`src/rtl/digit_seq_pkg.sv`:
```
// Shared types and the reference digit pattern for the digit sequence generator/detector pair.
package digit_seq_pkg;

    typedef logic [3:0] digit_t;

    // State index equals the number of pattern digits currently matched.
    typedef enum logic [2:0] {S0, S1, S2, S3, S4, S5, S6, S7} seq_state_t;

    localparam digit_t PATTERN [8] = '{4'd0, 4'd0, 4'd8, 4'd5, 4'd7, 4'd0, 4'd0, 4'd5};

endpackage

```
`src/rtl/digit_seq_if.sv`:
```
// Digit stream input and detector status outputs, grouped for the detector top.
interface digit_seq_if #(
    parameter int unsigned DIGIT_W = 4,
    parameter int unsigned CNT_W   = 8
);

    logic [DIGIT_W-1:0] digit_in;
    logic               digit_valid;
    logic               match;
    logic [3:0]         progress;
    logic [CNT_W-1:0]   match_count;
    logic               timeout;

    modport master (
        output digit_in, digit_valid,
        input  match, progress, match_count, timeout
    );

    modport slave (
        input  digit_in, digit_valid,
        output match, progress, match_count, timeout
    );

endinterface

```
`src/rtl/idle_timer.sv`:
```
// Idle cycle counter: clears on activity, counts otherwise and parks at TIMEOUT_CYC.
module idle_timer #(
    parameter int unsigned TIMEOUT_CYC = 64
) (
    input  logic clk,
    input  logic reset,
    input  logic clear,
    output logic expire
);

    localparam int unsigned CntW = $clog2(TIMEOUT_CYC + 1);

    logic [CntW-1:0] cnt_q, cnt_d;

    always_comb begin
        cnt_d = cnt_q;
        if (clear) begin
            cnt_d = '0;
        end else if (cnt_q != CntW'(TIMEOUT_CYC)) begin
            cnt_d = cnt_q + CntW'(1);
        end
    end

    // High on the edge where the count steps up to TIMEOUT_CYC.
    assign expire = !clear && (cnt_q == CntW'(TIMEOUT_CYC - 1));

    always_ff @(posedge clk) begin
        if (reset) begin
            cnt_q <= '0;
        end else begin
            cnt_q <= cnt_d;
        end
    end

endmodule

```
`src/rtl/digit_seq_detector.sv`:
```
// Overlap-aware detector for the 0,0,8,5,7,0,0,5 digit pattern with a saturating match counter.
// Optional idle timeout enabled by defining DIGIT_SEQ_TIMEOUT_EN.
module digit_seq_detector
    import digit_seq_pkg::*;
#(
    parameter int unsigned SEQ_LEN     = 8,
    parameter int unsigned DIGIT_W     = 4,
    parameter int unsigned CNT_W       = 8,
    parameter int unsigned TIMEOUT_CYC = 64
) (
    input logic        clk,
    input logic        reset,
    digit_seq_if.slave bus
);

    seq_state_t         state_q, state_d;
    logic               match_q, match_d;
    logic [CNT_W-1:0]   count_q, count_d;
    logic [DIGIT_W-1:0] digit;
    logic               expire;

    assign digit = bus.digit_in;

`ifdef DIGIT_SEQ_TIMEOUT_EN
    logic timeout_q, timeout_d;

    idle_timer #(
        .TIMEOUT_CYC(TIMEOUT_CYC)
    ) u_idle_timer (
        .clk   (clk),
        .reset (reset),
        .clear (bus.digit_valid),
        .expire(expire)
    );

    assign timeout_d = !bus.digit_valid && expire && (state_q != S0);

    always_ff @(posedge clk) begin
        if (reset) begin
            timeout_q <= 1'b0;
        end else begin
            timeout_q <= timeout_d;
        end
    end

    assign bus.timeout = timeout_q;
`else
    logic unused_timeout_cfg;

    assign expire             = 1'b0;
    assign unused_timeout_cfg = ^TIMEOUT_CYC;
    assign bus.timeout        = 1'b0;
`endif

    // Fallback targets are the longest pattern prefix that is a suffix of the digits seen.
    always_comb begin
        state_d = state_q;
        match_d = 1'b0;
        if (bus.digit_valid) begin
            state_d = S0;
            unique case (state_q)
                S0: if (digit == PATTERN[0]) state_d = S1;
                S1: if (digit == PATTERN[1]) state_d = S2;
                S2: begin
                    if (digit == PATTERN[2])      state_d = S3;
                    else if (digit == PATTERN[0]) state_d = S2;
                end
                S3: begin
                    if (digit == PATTERN[3])      state_d = S4;
                    else if (digit == PATTERN[0]) state_d = S1;
                end
                S4: begin
                    if (digit == PATTERN[4])      state_d = S5;
                    else if (digit == PATTERN[0]) state_d = S1;
                end
                S5: if (digit == PATTERN[5]) state_d = S6;
                S6: if (digit == PATTERN[6]) state_d = S7;
                S7: begin
                    if (digit == PATTERN[SEQ_LEN-1]) match_d = 1'b1;
                    else if (digit == PATTERN[2])    state_d = S3;
                    else if (digit == PATTERN[0])    state_d = S2;
                end
            endcase
        end else if (expire && (state_q != S0)) begin
            state_d = S0;
        end
    end

    always_comb begin
        count_d = count_q;
        if (match_d && (count_q != '1)) begin
            count_d = count_q + CNT_W'(1);
        end
    end

    always_ff @(posedge clk) begin
        if (reset) begin
            state_q <= S0;
            match_q <= 1'b0;
            count_q <= '0;
        end else begin
            state_q <= state_d;
            match_q <= match_d;
            count_q <= count_d;
        end
    end

    assign bus.match       = match_q;
    assign bus.progress    = 4'(state_q);
    assign bus.match_count = count_q;

endmodule

```
`src/flat_wrapper.sv`:
```
// flat-port wrapper written by rule: the top's interface ports become plain ports
module digit_seq_detector_flat import digit_seq_pkg::*;
#(
    parameter int unsigned SEQ_LEN     = 8,
    parameter int unsigned DIGIT_W     = 4,
    parameter int unsigned CNT_W       = 8,
    parameter int unsigned TIMEOUT_CYC = 64
)
  (clk, reset, bus_digit_in, bus_digit_valid, bus_match, bus_progress, bus_match_count, bus_timeout);
  digit_seq_if #(.DIGIT_W(DIGIT_W), .CNT_W(CNT_W)) bus_i ();
  input logic clk;
  input logic reset;
  input wire logic [$bits(bus_i.digit_in)-1:0] bus_digit_in;
  input wire logic [$bits(bus_i.digit_valid)-1:0] bus_digit_valid;
  output wire logic [$bits(bus_i.match)-1:0] bus_match;
  output wire logic [$bits(bus_i.progress)-1:0] bus_progress;
  output wire logic [$bits(bus_i.match_count)-1:0] bus_match_count;
  output wire logic [$bits(bus_i.timeout)-1:0] bus_timeout;
  assign bus_i.digit_in = bus_digit_in;
  assign bus_i.digit_valid = bus_digit_valid;
  assign bus_match = bus_i.match;
  assign bus_progress = bus_i.progress;
  assign bus_match_count = bus_i.match_count;
  assign bus_timeout = bus_i.timeout;
  digit_seq_detector #(.SEQ_LEN(SEQ_LEN), .DIGIT_W(DIGIT_W), .CNT_W(CNT_W), .TIMEOUT_CYC(TIMEOUT_CYC)) u_core (.clk(clk), .reset(reset), .bus(bus_i));
endmodule
```
`config.mk`:
```
export PLATFORM = sky130hd
export DESIGN_NAME = digit_seq_detector_flat
export DESIGN_NICKNAME = d
export VERILOG_FILES = /design/src/rtl/digit_seq_pkg.sv /design/src/rtl/digit_seq_if.sv /design/src/rtl/idle_timer.sv /design/src/rtl/digit_seq_detector.sv /design/src/flat_wrapper.sv
export SDC_FILE = /design/constraint.sdc
export NUM_CORES = 1
export LEC_CHECK = 0
export CELL_PAD_IN_SITES_DETAIL_PLACEMENT = 0
export CELL_PAD_IN_SITES_GLOBAL_PLACEMENT = 1
export CORE_MARGIN = 2
export CORE_UTILIZATION = 36
export CTS_BUF_LIST = sky130_fd_sc_hd__clkbuf_4
export DETAILED_ROUTE_END_ITERATION = 8
export PLACE_DENSITY = 0.77
export REMOVE_ABC_BUFFERS = 1
export SYNTH_ARGS = -nofsm -noshare
export SYNTH_HDL_FRONTEND = slang
export SYNTH_SLANG_ARGS = --single-unit
```
`constraint.sdc`:
```
create_clock -name clk -period 1.95 [get_ports clk]
set_input_delay 0.2925 -clock clk [delete_from_list [all_inputs] [get_ports clk]]
set_output_delay 0.2925 -clock clk [all_outputs]
set_load 0.005 [all_outputs]
```
==> out/results.ini, run 1 <==
[floorplanning]
die_h_um = 50.27
io_pins = 21
initial_core_util_pct = 38.89
dieArea_um2 = 2527
rows = 16
chipWidth_um = 50.27
core_um2 = 1982

[yosys]
synth_area_per_cell_um2 = 8.660
yosysSeqAreaShare_pct = 31.17
synth_edf_count = 0
synth-xor-area-share_pct = 0
synth_cell_types = 39
synth-main-ff-cell = dfxtp_1
yosysWarnings = 0
synthesis.area_um2 = 770.7
synthArstFlopShare_pct = 0
synth-simple-area-share_pct = 37.66
synth.area.top_cells = dfxtp_1 (31%), or4_1 (4.9%), a21oi_1 (4.5%)
synth_largest_area_cell = dfxtp_1
muxShareOfSynthArea_pct = 0
synth_top_family_by_area = simple AND/OR/NAND/NOR gates
synthCells = 89
ys_ff_latch = 12
synthAdderAreaFrac_pct = 1.623
synth_compound_area_share_pct = 20.45
synth_top_area_share_pct = 31.17

[placed_design]
place_area_um2 = 997.2
numPortBuffers = 18
dp_hpwl_um = 1378
gp_congestion = 0.7942

[cells_and_area]
layout_commonest_cell = clkdlybuf4s50_1
multi_input_area_um2 = 467.9
fillers = 186
syn2layout_area_growth_pct = 32.79
final_cell_mix = clkdlybuf4s50_1 (18), dfxtp_1 (12), buf_4 (9)
fin_nets = 123
antennaDiodeCount = 0
drive_above_1_share_pct = 15.79
final_area_um2 = 1023
ff_latch_area_um2 = 240.2

[clock_network]
h-tree-depth = 1
cts_resized = 0
post_cts_buffers = 0
hold_buffers = 0
clkSlewWorstSetupHoldPaths_ns = 0.08
clk_path_buf_depth = 2
clock_latency_ns = 0.28
numCtsBuffers = 3
cts_sinks = 12
clock-root-buffer = clkbuf_4
cts_tree = built

[timing]
period_share_pct = 90.48
hold_violations = 0
holdWs_ns = 0.5059
grt_setup_unrepaired = no
layout_min_cycle_time_ns = 1.764
fmax_mhz = 566.8
maxSlewHeadroom_pct = 66.53
worst_pin_slew_ns = 0.5005
fin_skew_ns = 0.007767
drv_slew = 0
setup_viol = 0

[critical_path]
crit_arrival_ns = 1.91
critical_path_required_ns = 2.10
endpoint_kind = flip-flop
crit_type = primary input to flip-flop
crit_fanout = 8
cp-start-kind = primary input

[power_and_ir_drop]
leakage_nw = 0.3417
ir_worst_vdd_mv = 0.3288
p_per_area_nw_per_um2 = 435.5

[detailed_routing]
via_per_inst = 5.603
finalWirelength_um = 1821
detail_route.drc_violations = 0
drtIter0Drc = 14
vias = 790
ant_nets = 0
drt_pass1_iterations = 4
wl_per_cell_um = 12.91

[global_route]
antenna_found_initial = 0
grt_pass1_vias = 703
grt-ovfl-total = 0
track_usage_pct = 16.24
grt_max_degree = 13
grt_pass1_wl_um = 3105

[outcome]
run_status = finished clean

[min_path]
hold_class = flip-flop to flip-flop

[flow_run]
cap_violations = 0

worst max-delay path, cell delays in order:
cell and delay (ns):
clkdlybuf4s50_1 0.47, nor3b_4 0.25, nand4_2 0.22, buf_4 0.21, o41ai_1 0.36, a21oi_1 0.11
cell type report:
cell class                      count  share of cell area [%]
Clock buffer                        3                   2.200
Clock inverter                      1                  0.3667
Inverter                            2                  0.7335
Multi-Input combinational cell     69                   45.72
Sequential cell                    12                   23.47
Tap cell                           27                   3.301
Timing Repair Buffer               27                   24.21
routing by layer:
layer | share of wire, % | vias up | track usage [%]
li1 | - | 393 | -
met3 | 3.5 | 5 | 4.464
met1 | 47 | 375 | 19.08
met2 | 47 | 17 | 26.97
met4 | 1.9 | 0 | 7.870
met5 | 0 | - | 0
worst paths after layout:
path              slack, ns  cells after the start                                    from                                      to
setup / recovery       0.19                      6                         bus_digit_in[3]  u_core.bus.match_count[5]$_SDFFE_PP0P_
hold / removal         0.51                      2  u_core.bus.match_count[5]$_SDFFE_PP0P_  u_core.bus.match_count[5]$_SDFFE_PP0P_
setup reg to reg       0.19                      5          u_core.state_q[1]$_SDFFE_PP0P_  u_core.bus.match_count[5]$_SDFFE_PP0P_
hold reg to reg        0.51                      2  u_core.bus.match_count[5]$_SDFFE_PP0P_  u_core.bus.match_count[5]$_SDFFE_PP0P_
Yosys cell counts, drive strengths merged (2+ instances only):
library cell  count
nor3b             2
a31oi             3
nand2             3
nand3b            2
or2b              3
buf               6
nand3             4
nor4b             2
nor4              2
nor2              6
o21ai             5
and3              2
o31ai             4
a21oi             7
dfxtp            12
inv               2
or4               5
and4              3
kinds of logic (layout without fill, tap and decap cells):
logic type               after synthesis  count (layout)
other                                  1               2
flip-flops                            12              12
adder cells (fa/ha/maj)                1               1
AO/OA/AOI/OAI                         25              25
AND/OR/NAND/NOR                       41              41
buffers and inverters                  9              33
through the flow:
stage / total power [mW] / utilization, % / instances / TNS, ns / worst slack (ns)
6_report: 0.4457 / 51.64 / 141 / 0 / 0.1856
3_5_place_dp: 0.2925 / 50.32 / 137 / -0.3462 / -0.1152
2_1_floorplan: 0.2591 / - / 83 / 0 / 0.2916
4_1_cts: 0.4539 / 51.64 / 141 / 0 / 0.1842
3_3_place_gp: 0.2919 / 50.32 / 137 / -0.1154 / -0.04375
5_1_grt: 0.4662 / 51.64 / 141 / 0 / 0.06637
power by group:
group / internal, mW / leakage [nW] / total, mW / switching [mW]
Clock: 0.0742 / 0.0154 / 0.159 / 0.0845
Combinational: 0.0212 / 0.230 / 0.0416 / 0.0204
Sequential: 0.245 / 0.0966 / 0.245 / 0.000207
registers in the layout, summed over array words and instances, names as in the netlist:
name and flops:
u_core.bus.match 1, u_core.bus.match_count 8, u_core.state_q 3
No activity file was read; power rests on OpenSTA's default activity.
==> inputs of run 2 (changes only) <==
--- a/config.mk
+++ b/config.mk
@@ -11,7 +11,7 @@
 export CORE_UTILIZATION = 36
 export CTS_BUF_LIST = sky130_fd_sc_hd__clkbuf_4
 export DETAILED_ROUTE_END_ITERATION = 8
-export PLACE_DENSITY = 0.77
+export PLACE_DENSITY = 0.88
 export REMOVE_ABC_BUFFERS = 1
 export SYNTH_ARGS = -nofsm -noshare
 export SYNTH_HDL_FRONTEND = slang
==> run 2 against run 1 <==
Critical path depth decreased by 1. Sequential cell count did not move. Setup slack worse by 0.016 ns. Final area is 1.5% higher. Combinational power down 2%. Utilization is 0.76 points higher. Register-to-register slack better by 0.04 ns. Non-clock buffer count up 2. Hold slack got worse by 0.0049 ns. Clock skew decreased by 0.0064 ns. First-iteration DRC count increased by 21%. Maximum frequency shrank 0.90%.
==> out/results.ini, run 2 (synthesized netlist as in run 1, its figures left out) <==
[critical_path]
crit_arrival_ns = 1.98
crit_fanout = 10
crit_type = primary input to flip-flop
critical_path_required_ns = 2.15
cp-start-kind = primary input
endpoint_kind = flip-flop

[power_and_ir_drop]
leakage_nw = 0.3500
ir_worst_vdd_mv = 0.2263
p_per_area_nw_per_um2 = 430.0
power_mw = 0.4466

[clock_network]
numCtsBuffers = 3
h-tree-depth = 1
cts_tree = built
cts_resized = 0
post_cts_buffers = 0
clock-root-buffer = clkbuf_4
clock_latency_ns = 0.27
hold_buffers = 0
clkSlewWorstSetupHoldPaths_ns = 0.08
clk_path_buf_depth = 2
cts_sinks = 12

[cells_and_area]
syn2layout_area_growth_pct = 34.74
fin_util_pct = 52.40
antennaDiodeCount = 0
stdcell_count = 143
layout_commonest_cell = clkdlybuf4s50_1
final_cell_mix = clkdlybuf4s50_1 (18), dfxtp_1 (12), buf_4 (11)
drive_above_1_share_pct = 17.24
fin_nets = 125
largest_reg_flops = 8
final_area_um2 = 1039

[floorplanning]
dieArea_um2 = 2527
chipWidth_um = 50.27
core_um2 = 1982
die_h_um = 50.27
io_pins = 21
rows = 16
initial_core_util_pct = 38.89

[placed_design]
gp_congestion = 0.8010
dp_slack_ns = -0.1489
place_area_um2 = 1012
numPortBuffers = 18
placed_cells_incl_taps = 139
dp_hpwl_um = 1365

[detailed_routing]
ant_nets = 0
vias = 785
wl_per_cell_um = 12.67
drt_pass1_iterations = 4
drtIter0Drc = 17
detail_route.drc_violations = 0
via_per_inst = 5.490
finalWirelength_um = 1812

[timing]
fmax_mhz = 561.7
period_share_pct = 91.30
fin_skew_ns = 0.001334
setup_viol = 0
finalSetupTns_ns = 0
layout_min_cycle_time_ns = 1.780
hold_violations = 0
drv_slew = 0
setup_slack_ns = 0.1696
holdWs_ns = 0.5010
grt_setup_unrepaired = no

[global_route]
track_usage_pct = 15.43
grt_max_degree = 13
antenna_found_initial = 0
grt-ovfl-total = 0
grt_pass1_vias = 696
grt_pass1_wl_um = 3042

[min_path]
hold_class = flip-flop to flip-flop

[flow_run]
cap_violations = 0

[outcome]
run_status = finished clean

[run 2: final cells by class]
type                    count  area, um2
fillers                   197      943.4
multi-input cells          69      467.9
repair buffers             29      262.8
flip-flops and latches     12      240.2
well taps                  27      33.78
clock buffers               3      22.52
inverters                   2      7.507
clock inverters             1      3.754
[run 2: per-layer routing]
layer  GRT usage [%]  routed length (um)  vias up
met1           19.85                 840      361
met4           7.870                  25        0
met5               0                   0        -
li1                -                   -      397
met2           24.78                 875       23
met3           2.381                  70        4
[run 2: path summary, 6_finish.rpt]
path,startpoint,to,slack (ns),cells past startpoint
min,u_core.bus.match_count[5]$_SDFFE_PP0P_,u_core.bus.match_count[5]$_SDFFE_PP0P_,0.50,2
min reg2reg,u_core.bus.match_count[5]$_SDFFE_PP0P_,u_core.bus.match_count[5]$_SDFFE_PP0P_,0.50,2
max reg2reg,u_core.state_q[1]$_SDFFE_PP0P_,u_core.bus.match_count[3]$_SDFFE_PP0P_,0.23,4
max,bus_digit_in[1],u_core.bus.match_count[3]$_SDFFE_PP0P_,0.17,5
[run 2: worst max-delay path: stages]
cell             delay (ns)
clkdlybuf4s50_1        0.50
nor3b_4                0.24
nand4_2                0.24
or4_1                  0.55
a21oi_1                0.16
[run 2: power by group]
part	total [mW]	switching [mW]	internal (mW)
sequential	0.245	0.000350	0.245
clock	0.160	0.0864	0.0741
combinational	0.0407	0.0195	0.0212
total	0.447	0.106	0.340
==> edit 1: new RTL, config.mk and constraints of run 2 <==
Add a define of `DIGIT_SEQ_TIMEOUT_EN`.
--- a/src/rtl/digit_seq_detector.sv
+++ b/src/rtl/digit_seq_detector.sv
@@ -1,4 +1,6 @@
 // Overlap-aware detector for the 0,0,8,5,7,0,0,5 digit pattern with a saturating match counter.
 // Optional idle timeout enabled by defining DIGIT_SEQ_TIMEOUT_EN.
+`define DIGIT_SEQ_TIMEOUT_EN
+
 module digit_seq_detector
     import digit_seq_pkg::*;
Formal check against the unedited RTL: same outputs for any inputs over 10 cycles, from zero or initial values and one cycle with reset high; that may be too few to reach the edited logic, so the function may still have changed.
==> edit 1 against run 2 <==
Synthesized cell count rose by 45%; sequential cell count rose by 8; area after synthesis rose by 42%; global-route usage rose by 0.95 points; clock power rose by 110%; routed wire length rose by 44%; worst setup slack got worse by 130 ps; combinational power rose by 49%; non-clock buffer count rose by 6; critical path depth did not move; power rose by 83%; clock skew rose by 4.7 ps; first-iteration DRC count rose by 110%; final area rose by 40%.
==> edit 1: results (changes against run 2) <==
metric,value,unit,change
placed_cells,188,,+35%
worstPathMaxFanout,6,,-4
post_cts_buffers,0,,unchanged
critPathMaxStageDelay,560,ps,
yosysSeqAreaShare,36.6,%,+5.4 points
status,"complete, no violations",,
grt_pass1_vias,1042,,+50%
clk_pin_slew,120,ps,+40 ps
wl,2610,µm,+44%
r2r_slack,190,ps,-40 ps
max_freq,0.525,GHz,-6.6%
whs,504,ps,+2.73 ps
synthTopCellsByArea,"dfxtp_1 37%, nand3_1 4.1%, ha_1 3.4%",,
grt_max_degree,13,,unchanged
synthTopCellsByCount,"20 x dfxtp_1, 9 x nand3_1, 8 x nor2_1",,
place_area,1400,µm²,+39%
post-place-ws,-231,ps,-82.4 ps
largest_reg_flops,8,,unchanged
io_buffers,19,,+1
grt_pass1_wl,4430,µm,+46%
fin_skew,6.08,ps,+4.74 ps
fillers,277,,+41%
place_congestion,0.850,,+6.1%
synth.distinct_cells,42,,+7.7%
drive_above_1_share,14.9,%,-2.3 points
cts_made_buffers,3,,unchanged
clk_latency,300,ps,+30 ps
vias_per_cell,5.69,,+3.7%
nets,172,,+38%
ir_drop,0.235,mV,+3.7%
seq_area,400,µm²,+67%
num_vias,1093,,+39%
p_leak,0.508,nW,+45%
grt_use_total,16.4,%,+0.95 points
drc,0,,unchanged
cp_data_arrival_time,2140,ps,+160 ps
critPathSlowestCell,or4_4,,
first_pass_iters,4,,unchanged
synth.avg_cell_area,8.48,µm²,-2.1%
crit_family,simple AND/OR/NAND/NOR gates,,
drt_iter0_markers,36,,+19
dpl.hpwl,1950,µm,+43%
## edit 1: final cells by class
type	instances	area share, %
multi-input cells	96	43.3
flip-flops and latches	20	27.5
clock buffers	3	1.55
clock inverters	1	2.06
well taps	31	2.67
inverters	6	1.55
repair buffers	35	21.3
## edit 1: logic make-up (layout without fill, tap and decap cells)
logic type | Yosys count | count (layout) | synth area share [%]
AOI/OAI and AO/OA | 28 | 28 | 17.3
xor gates and xnor gates | 6 | 6 | 4.81
adders and majority gates | 3 | 3 | 3.43
buffers and inverters | 13 | 45 | 5.72
DFF | 20 | 20 | 36.6
muxes | 2 | 2 | 1.95
other | 1 | 1 | 0.343
and+or+nand+nor | 56 | 56 | 29.9
## edit 1: final timing paths
check | from | end | cells past startpoint
worst min register to register | u_core.u_idle_timer.cnt_q[6] | u_core.u_idle_timer.cnt_q[6] | 2
worst max-delay path | bus_digit_in[3] | u_core.bus.match_count[4] | 5
worst max register to register | u_core.state_q[1] | u_core.bus.match_count[4] | 4
worst min-delay path | u_core.u_idle_timer.cnt_q[6] | u_core.u_idle_timer.cnt_q[6] | 2
## edit 1: tightest hold or removal path, stage by stage (launching register included)
cell,delay [ps]
dfxtp_1,340
o21ai_0,60
a21boi_0,70
## edit 1: power breakdown
group / total [mW] / internal, mW / switching [mW] / leakage (nW)
sequential: 0.413 / 0.411 / 0.00260 / 0.161
clock: 0.344 / 0.208 / 0.136 / 0.0279
combinational: 0.0607 / 0.0329 / 0.0278 / 0.318
## edit 1: metal layers
layer / up-vias / GRT usage (%) / routed length [µm]
met2: 37 / 29.0 / 1260
met4: 0 / 7.14 / 27
met1: 509 / 19.5 / 1190
met3: 2 / 2.40 / 121
li1: 545 / - / -
met5: - / 0 / 0
==> edit 2: new RTL, settings of run 2 <==
Made on the original files. `DIGIT_W` is set to 4 in 3 places; all go to 6.
--- a/src/rtl/digit_seq_if.sv
+++ b/src/rtl/digit_seq_if.sv
@@ -1,5 +1,5 @@
 // Digit stream input and detector status outputs, grouped for the detector top.
 interface digit_seq_if #(
-    parameter int unsigned DIGIT_W = 4,
+    parameter int unsigned DIGIT_W = 6,
     parameter int unsigned CNT_W   = 8
 );
--- a/src/rtl/digit_seq_detector.sv
+++ b/src/rtl/digit_seq_detector.sv
@@ -5,5 +5,5 @@
 #(
     parameter int unsigned SEQ_LEN     = 8,
-    parameter int unsigned DIGIT_W     = 4,
+    parameter int unsigned DIGIT_W     = 6,
     parameter int unsigned CNT_W       = 8,
     parameter int unsigned TIMEOUT_CYC = 64
--- a/src/flat_wrapper.sv
+++ b/src/flat_wrapper.sv
@@ -3,5 +3,5 @@
 #(
     parameter int unsigned SEQ_LEN     = 8,
-    parameter int unsigned DIGIT_W     = 4,
+    parameter int unsigned DIGIT_W     = 6,
     parameter int unsigned CNT_W       = 8,
     parameter int unsigned TIMEOUT_CYC = 64
Interface: changed (resized bus_digit_in); port bits go from 21 to 23. No check against the original RTL was run, so the function may have changed too.
==> edit 2 against run 2 <==
Combinational power rose by 23%; routed wire length rose by 5.8%; final area rose by 4.0%; non-clock buffer count rose by 4; utilization rose by 2.6 points; sequential cell count did not move; worst setup slack got worse by 100 ps; register-to-register slack got worse by 40 ps; sequential share of layout area fell by 0.88 points; count of clock-buffer cells in the layout did not move; via count rose by 5.4%; area after synthesis fell by 3.4%; power rose by 0.21%; critical path type unchanged; largest power group unchanged; highest routed layer unchanged.
==> edit 2: results (changes against run 2) <==
metric,value,unit,change
status,"complete, no violations",,
synthTopCellsByCount,"12 x dfxtp_1, 9 x a21oi_1, 5 x nand2_1",,
grt_use_total,16.7,%,+1.3 points
vias_per_cell,5.63,,+2.5%
cp_data_arrival_time,2090,ps,+110 ps
nets,132,,+5.6%
synthArstFlopShare,0,%,unchanged
synthTopCellsByArea,"dfxtp_1 32%, a21oi_1 6.1%, buf_4 4.0%",,
place_area,1030,µm²,+1.7%
r2r_end,u_core.bus.match_count[0],,
io_buffers,20,,+2
yosysSeqAreaShare,32.3,%,+1.1 points
p_leak,0.386,nW,+10%
synth.distinct_cells,37,,-5.1%
post-place-ws,-394,ps,-245 ps
wl,1920,µm,+5.8%
netlist_instances,90,,+1.1%
drive_above_1_share,20.8,%,+3.6 points
grt_pass1_vias,737,,+5.9%
wire_per_inst,13.0,µm,+2.9%
grt_pass1_wl,3200,µm,+5.2%
grt_max_degree,14,,+1
worstHoldStart,u_core.bus.match_count[5],,
place_congestion,0.803,,+0.21%
dpl.hpwl,1430,µm,+4.7%
fin_skew,2.16,ps,+0.825 ps
edit 2: cells by family (layout without fill, tap and decap cells):
family / count (synthesis) / in the layout / share of synthesized area [%]
simple gates: 40 / 40 / 35.6
other cells: 1 / 2 / 0.504
compound gates: 26 / 26 / 20.8
fa+ha+maj: 1 / 1 / 1.68
mux: 1 / 1 / 1.34
buf+inv: 9 / 38 / 7.73
flops: 12 / 12 / 32.3
edit 2: repair_timing:
item                                    CTS  global route
hold buffers                              0             0
endpoints found under the setup margin    4             4
pin swaps                                 1             1
resized for setup                         3             5
edit 2: critical path, cell delays in order:
cell	delay, ps
clkdlybuf4s50_1	470
nand4b_4	230
or4_4	580
or3_4	390
a21oi_2	130
edit 2: power by group:
part	switching [mW]	leakage [nW]	total [mW]	internal (mW)
sequential	0.000105	0.0966	0.245	0.245
clock	0.0811	0.0138	0.152	0.0713
combinational	0.0228	0.275	0.0502	0.0274
edit 2: routing by layer:
| layer | up-vias | wire length [µm] | GRT usage [%] |
|---|---|---|---|
| met5 | - | 0 | 0 |
| met2 | 36 | 949 | 30.2 |
| met1 | 385 | 829 | 19.8 |
| li1 | 402 | - | - |
| met4 | 0 | 19 | 5.56 |
| met3 | 4 | 119 | 3.03 |
edit 2: worst max path at each step:
stage / from / to / slack [ps] / cells after the start
floorplan: bus_digit_in[5] / u_core.bus.match_count[4] / 90 / 4
global placement: bus_digit_in[5] / u_core.bus.match_count[0] / -340 / 5
detailed placement: bus_digit_in[5] / u_core.bus.match_count[0] / -390 / 5
CTS: bus_digit_in[3] / u_core.bus.match_count[0] / 20 / 5
global route: bus_digit_in[1] / u_core.bus.match_count[4] / 4 / 5
finish: bus_digit_in[1] / u_core.bus.match_count[0] / 70 / 5
edit 2: per-stage QoR:
| step | utilization (%) | hold WS [ps] | TNS [ps] |
|---|---|---|---|
| final | 55.0 | 522 | 0 |
| after global routing | 55.0 | 499 | 0 |
| after CTS | 53.7 | 505 | 0 |
| after detailed placement | 52.5 | 517 | -2810 |
| after global placement | 52.5 | 509 | -2440 |
| after floorplan | - | 362 | 0 |
edit 2: area by class of cell:
cell class	instances	area (µm²)
Fill cell	193	882
Inverter	2	7.51
Clock buffer	3	22.5
Timing Repair Buffer	33	295
Multi-Input combinational cell	70	480
Tap cell	27	33.8
Sequential cell	12	240
